### config.mk
export PLATFORM = sky130hd
export DESIGN_NAME = imm_gen_pipe
export DESIGN_NICKNAME = d
export VERILOG_FILES = /design/src/rtl/imm_gen_pipe.sv
export SDC_FILE = /design/constraint.sdc
export NUM_CORES = 1
export LEC_CHECK = 0
export CAP_MARGIN = 25
export CORE_UTILIZATION = 40
export CTS_CLUSTER_SIZE = 8
export DETAILED_ROUTE_END_ITERATION = 12
export GPL_TIMING_DRIVEN = 0
export SYNTH_ARGS = -nofsm -noshare
export SYNTH_HDL_FRONTEND = slang
export SYNTH_SLANG_ARGS = --single-unit
### constraint.sdc
create_clock -name clk -period 2.8 [get_ports clk]
set_input_delay 0.28 -clock clk [delete_from_list [all_inputs] [get_ports clk]]
set_output_delay 0.28 -clock clk [all_outputs]
set_load 0.1 [all_outputs]
### src/rtl/imm_gen_pipe.sv
// Registered RISC-V immediate generator behind a 2-entry skid buffer (XLEN 32 or 64).
// Optional SYSTEM/CSR decode is enabled by defining IMM_GEN_PIPE_CSR_EN.
module imm_gen_pipe #(
  parameter int unsigned XLEN      = 32,
  parameter int unsigned ERR_CNT_W = 8
) (
  input  logic                 clk,
  input  logic                 rst_n,
  input  logic                 flush,
  input  logic                 in_valid,
  output logic                 in_ready,
  input  logic [31:0]          in_inst,
  output logic                 out_valid,
  input  logic                 out_ready,
  output logic [XLEN-1:0]      out_imm,
  output logic [2:0]           out_fmt,
  output logic                 out_illegal,
  output logic [ERR_CNT_W-1:0] err_count
);

  localparam bit IS_RV64 = (XLEN == 64);

  localparam logic [2:0] FMT_NONE = 3'd0;
  localparam logic [2:0] FMT_I    = 3'd1;
  localparam logic [2:0] FMT_S    = 3'd2;
  localparam logic [2:0] FMT_B    = 3'd3;
  localparam logic [2:0] FMT_U    = 3'd4;
  localparam logic [2:0] FMT_J    = 3'd5;
  localparam logic [2:0] FMT_SH   = 3'd6;
`ifdef IMM_GEN_PIPE_CSR_EN
  localparam logic [2:0] FMT_Z    = 3'd7;
`endif

  typedef struct packed {
    logic            illegal;
    logic [2:0]      fmt;
    logic [XLEN-1:0] imm;
  } ent_t;

  logic [6:0]      w_opcode;
  logic [2:0]      w_funct3;
  logic            w_is_shift;
  logic [XLEN-1:0] w_imm_i;
  logic [XLEN-1:0] w_imm_s;
  logic [XLEN-1:0] w_imm_b;
  logic [XLEN-1:0] w_imm_j;
  logic [XLEN-1:0] w_imm_u;
  logic [XLEN-1:0] w_shamt;
  logic [XLEN-1:0] w_shamt5;
`ifdef IMM_GEN_PIPE_CSR_EN
  logic [XLEN-1:0] w_zimm;
`endif
  ent_t            w_dec;

  assign w_opcode   = in_inst[6:0];
  assign w_funct3   = in_inst[14:12];
  assign w_is_shift = (w_funct3 == 3'b001) || (w_funct3 == 3'b101);

  // Sized casts of signed operands sign-extend to XLEN
  assign w_imm_i  = XLEN'($signed(in_inst[31:20]));
  assign w_imm_s  = XLEN'($signed({in_inst[31:25], in_inst[11:7]}));
  assign w_imm_b  = XLEN'($signed({in_inst[31], in_inst[7], in_inst[30:25], in_inst[11:8], 1'b0}));
  assign w_imm_j  = XLEN'($signed({in_inst[31], in_inst[19:12], in_inst[20], in_inst[30:21], 1'b0}));
  assign w_imm_u  = XLEN'($signed({in_inst[31:12], 12'h000}));
  assign w_shamt  = IS_RV64 ? XLEN'(in_inst[25:20]) : XLEN'(in_inst[24:20]);
  assign w_shamt5 = XLEN'(in_inst[24:20]);
`ifdef IMM_GEN_PIPE_CSR_EN
  assign w_zimm   = XLEN'(in_inst[19:15]);
`endif

  // Opcode decode into a buffer entry
  always_comb begin
    w_dec = '0;
    case (w_opcode)
      7'b0000011, 7'b1100111: begin
        w_dec.fmt = FMT_I;
        w_dec.imm = w_imm_i;
      end
      7'b0010011: begin
        if (w_is_shift) begin
          w_dec.fmt = FMT_SH;
          w_dec.imm = w_shamt;
        end else begin
          w_dec.fmt = FMT_I;
          w_dec.imm = w_imm_i;
        end
      end
      7'b0011011: begin
        if (!IS_RV64) begin
          w_dec.illegal = 1'b1;
        end else if (w_is_shift) begin
          w_dec.fmt = FMT_SH;
          w_dec.imm = w_shamt5;
        end else begin
          w_dec.fmt = FMT_I;
          w_dec.imm = w_imm_i;
        end
      end
      7'b0100011: begin
        w_dec.fmt = FMT_S;
        w_dec.imm = w_imm_s;
      end
      7'b1100011: begin
        w_dec.fmt = FMT_B;
        w_dec.imm = w_imm_b;
      end
      7'b1101111: begin
        w_dec.fmt = FMT_J;
        w_dec.imm = w_imm_j;
      end
      7'b0110111, 7'b0010111: begin
        w_dec.fmt = FMT_U;
        w_dec.imm = w_imm_u;
      end
      7'b0110011: w_dec.fmt = FMT_NONE;
      7'b0111011: w_dec.illegal = !IS_RV64;
`ifdef IMM_GEN_PIPE_CSR_EN
      7'b1110011: begin
        case (w_funct3)
          3'b101, 3'b110, 3'b111: begin
            w_dec.fmt = FMT_Z;
            w_dec.imm = w_zimm;
          end
          3'b001, 3'b010, 3'b011: begin
            w_dec.fmt = FMT_I;
            w_dec.imm = w_imm_i;
          end
          3'b000:  w_dec.fmt = FMT_NONE;
          default: w_dec.illegal = 1'b1;
        endcase
      end
`endif
      default: w_dec.illegal = 1'b1;
    endcase
  end

  logic [1:0]           r_count;
  logic                 r_in_ready;
  logic                 r_out_valid;
  ent_t                 r_head;
  ent_t                 r_tail;
  logic [ERR_CNT_W-1:0] r_err_cnt;

  logic [1:0] w_count_nxt;
  ent_t       w_head_nxt;
  ent_t       w_tail_nxt;
  logic       w_push;
  logic       w_pop;
  logic       w_err_inc;

  assign w_push    = in_valid && r_in_ready;
  assign w_pop     = r_out_valid && out_ready;
  assign w_err_inc = w_push && w_dec.illegal && !(&r_err_cnt);

  // Buffer next state; head is zeroed whenever the buffer becomes empty
  always_comb begin
    w_count_nxt = r_count;
    w_head_nxt  = r_head;
    w_tail_nxt  = r_tail;
    if (flush) begin
      w_count_nxt = 2'd0;
      w_head_nxt  = '0;
      w_tail_nxt  = '0;
    end else begin
      case (r_count)
        2'd0: begin
          if (w_push) begin
            w_head_nxt  = w_dec;
            w_count_nxt = 2'd1;
          end
        end
        2'd1: begin
          case ({w_push, w_pop})
            2'b11: w_head_nxt = w_dec;
            2'b10: begin
              w_tail_nxt  = w_dec;
              w_count_nxt = 2'd2;
            end
            2'b01: begin
              w_head_nxt  = '0;
              w_count_nxt = 2'd0;
            end
            default: w_count_nxt = r_count;
          endcase
        end
        2'd2: begin
          if (w_pop) begin
            w_head_nxt  = r_tail;
            w_tail_nxt  = '0;
            w_count_nxt = 2'd1;
          end
        end
        default: begin
          w_count_nxt = 2'd0;
          w_head_nxt  = '0;
          w_tail_nxt  = '0;
        end
      endcase
    end
  end

  always_ff @(posedge clk or negedge rst_n) begin
    if (!rst_n) begin
      r_count     <= 2'd0;
      r_in_ready  <= 1'b1;
      r_out_valid <= 1'b0;
      r_head      <= '0;
      r_tail      <= '0;
      r_err_cnt   <= '0;
    end else begin
      r_count     <= w_count_nxt;
      r_in_ready  <= (w_count_nxt != 2'd2);
      r_out_valid <= (w_count_nxt != 2'd0);
      r_head      <= w_head_nxt;
      r_tail      <= w_tail_nxt;
      if (w_err_inc) begin
        r_err_cnt <= r_err_cnt + ERR_CNT_W'(1);
      end
    end
  end

  assign in_ready    = r_in_ready;
  assign out_valid   = r_out_valid;
  assign out_imm     = r_head.imm;
  assign out_fmt     = r_head.fmt;
  assign out_illegal = r_head.illegal;
  assign err_count   = r_err_cnt;

endmodule

==> out/results.tsv, run 1 <==
metric	value	unit
status	finished, final reports clean	
Yosys warnings	0	
Reg clk slew, reported paths	0.08	ns
Finished Layout Cells	684	
reg-to-reg critical path startpoint	out_valid$_DFF_PN0_	
Initial DRT Pass Iterations	5	
clock latency on the worst-skew pair	0.36	ns
DRC	0	
DP HPWL	9430	µm
Hold Violations, Final	0	
min-delay worst type	in2reg	
synth unique cells	59	
CP arrival	2.90	ns
Post-synth top cells	83 x dfrtp_1, 64 x nand2_1, 22 x a22oi_1	
kind of critical path	reg2reg	
Tcrit/Tclk final	93.9	%
cells along the critical path	nand2_1 -> inv_2 -> buf_1 -> ha_1 -> nor4b_4 -> buf_4 -> o211ai_1 -> o211ai_1	
Worst-Margin Slew	0.979	ns
die area	11400	µm²
Clock Tree Buf Depth	2	
Power per Cell Area	575	nW/µm²
total number of vias	4055	
# setup viols final	0	
Hold Path Cell Cnt	2	
CTS sink cnt	84	
fmax	0.380	GHz
top-count cell post-synth	dfrtp_1	
Yosys top cell by area	dfrtp_1	
number of inserted diodes	0	
global route overflow	0	
Slew Limit Fails	0	
CP most frequent cell	o211ai_1	
dpl cell area	5350	µm²
gpl congestion	0.843	
Die W	107	µm
RSZ-0062 raised after global routing	false	
Cell Area, Synth	4380	µm²
Placed Instances	667	
Crit path largest cell delay	0.40	ns
fin worst setup slack	0.170	ns
Die Height	107	µm
Placement Setup Slack	-0.160	ns
FFs w/ async S/R, synth	100	%
final instance area	5570	µm²
critical path peak fanout	10	
Area Growth Syn to Fin	27.2	%
reg2reg path depth	8	
core area	10500	µm²
CTS root buf	clkbuf_8	
sequential fraction of the synthesis area	48.1	%
CP Capture Type	flop	
Peak supply drop	0.762	mV
cell count after synthesis	452	
max_cap viols	0	
capture point of the worst path	out_imm[19]$_DFFE_PN0P_	
row count	37	
pin count of the biggest net entering global routing	44	
final net count	583	
first-pass GRT wire length	21100	µm
Final Power	3.20	mW
Initial Utilization	41.8	%
data required time of the worst path	3.07	ns
gr usage total	24.0	%
Worst Skew	0.00827	ns
Worst Setup Start Kind	flop	
Slowest-stage cell, CP	dfrtp_1	
total CTS buffers	9	
Net Count, Synth	492	
Synth area leaders	dfrtp_1 47%, nand2_1 5.5%, a221o_1 3.9%	
initial DRC count	320	
reg-to-reg setup timing slack	0.17	ns
share of cells above drive strength 1	9.49	%
wire length per cell	19.1	µm
htree depth	3	
Rel. slew slack	34.5	%
vias per inst	5.93	
syn_area_per_cell	9.68	µm²
port buffer count	78	
number of global-route vias before repair	4063	
min Tclk post-route	2.63	ns
critical path startpoint	out_valid$_DFF_PN0_	
top-area cell type share of the netlist area	47.5	%
synthesized flop and latch total	84	
total of fill cells in the finished design	1013	
initial antenna violation count	0	
# IOs	83	
r2r endpoint	out_imm[19]$_DFFE_PN0P_	
post-route ant nets	0	
Lkg Pwr	2.49	nW
commonest register cell after synthesis	dfrtp_1	
final wirelength	13100	µm
CTS tree	built	
Post-synth EDFFs	0	
==> layout by cell type (no fill, tap or decap), types with 5 or more instances in the layout <==
cell type / Yosys / final
buf_2: 21 / 21
xnor2_1: 6 / 6
nor2_1: 12 / 12
a21o_1: 21 / 21
a21oi_1: 21 / 21
o21ai_1: 21 / 21
clkdlybuf4s50_1: 0 / 77
dfrtp_1: 83 / 83
a31oi_1: 20 / 20
nand3_1: 19 / 19
clkbuf_1: 11 / 12
a32oi_1: 9 / 9
a22oi_1: 22 / 22
a22o_1: 18 / 18
o21ai_0: 8 / 8
inv_1: 5 / 5
nor2b_1: 5 / 5
nand2_1: 64 / 64
a221o_1: 17 / 17
clkbuf_8: 0 / 11
==> power breakdown <==
group | leakage, nW | total (mW) | switching, mW | internal [mW]
registers | 1.15 | 1.35 | 0.0715 | 1.28
clock network | 0.102 | 0.900 | 0.442 | 0.459
logic | 1.24 | 0.952 | 0.700 | 0.252
total | 2.49 | 3.20 | 1.21 | 1.99
==> metrics by stage <==
stage	hold WS, ns	utilization [%]	setup TNS, ns
6_report	0.209	53.2	0
5_1_grt	0.219	53.2	0
4_1_cts	0.177	53.1	0
3_5_place_dp	0.316	51.1	-2.17
3_3_place_gp	0.458	50.9	-143.31
2_1_floorplan	-0.0156	-	0
==> worst max-delay path: cells and delay by family, from the launching register on <==
kind,cells,cell delay [ns]
AOI/OAI and AO/OA,2,0.58
and+or+nand+nor,2,0.55
DFF,1,0.40
buffers and inverters,3,0.69
adders and majority gates,1,0.33
==> registers in the layout, indices dropped and copies added (netlist names) <==
register,count
in_ready,1
out_valid,1
out_illegal,1
r_count,2
err_count,8
r_tail,36
out_fmt,3
out_imm,32
==> worst min path at each step <==
stage	startpoint	slack [ns]	to
finish	flush	0.21	r_count[0]$_DFF_PN0_
global route	flush	0.22	r_count[0]$_DFF_PN0_
CTS	flush	0.18	r_count[0]$_DFF_PN0_
detailed placement	rst_n	0.32	err_count[0]$_DFFE_PN0P_
global placement	r_tail[26]$_DFFE_PN0P_	0.46	r_tail[26]$_DFFE_PN0P_
floorplan	rst_n	-0.02	err_count[0]$_DFFE_PN0P_
==> layout make-up <==
class                           instances  area [µm²]  share of cell area, %
Clock inverter                          4        47.5                  0.854
Inverter                                6        22.5                  0.405
Tap cell                              136         170                   3.06
Clock buffer                           12         155                   2.79
Multi-Input combinational cell        325        2080                   37.4
Sequential cell                        84        2100                   37.8
Timing Repair Buffer                   80         808                   14.5
Buffer                                 37         176                   3.17
==> logic make-up (layout without fill, tap and decap cells) <==
logic type	after synthesis	count (layout)	synth area share, %
buf+inv	43	139	4.55
fa+ha+maj	3	3	0.858
flops	84	84	48.1
compound gates	172	172	28.4
mux	1	1	0.257
xor+xnor	7	7	1.40
simple gates	142	142	16.5
==> repair_timing <==
| item | CTS | global route |
|---|---|---|
| hold endpoints to repair | 42 | 0 |
| buffers inserted | 0 | 0 |
| resized for setup | 0 | 1 |
| endpoints found under the setup margin | 0 | 8 |
| hold buffers | 1 | 0 |
==> layer usage <==
layer,up-vias,GRT usage [%],wire (µm)
met4,0,9.39,302
met5,-,0,0
li1,1885,-,-
met1,2005,32.4,6020
met2,144,39.2,6080
met3,21,3.16,688
No activity file was read; power rests on OpenSTA's default activity.
==> run 2, diff against run 1 <==
--- a/config.mk
+++ b/config.mk
@@ -9,6 +9,7 @@
 export CORE_UTILIZATION = 40
 export CTS_CLUSTER_SIZE = 8
 export DETAILED_ROUTE_END_ITERATION = 12
+export GPL_ROUTABILITY_DRIVEN = 0
 export GPL_TIMING_DRIVEN = 0
 export SYNTH_ARGS = -nofsm -noshare
 export SYNTH_HDL_FRONTEND = slang
==> results of run 2 <==
Final layout, timing and power as in run 1 (identical DEF).
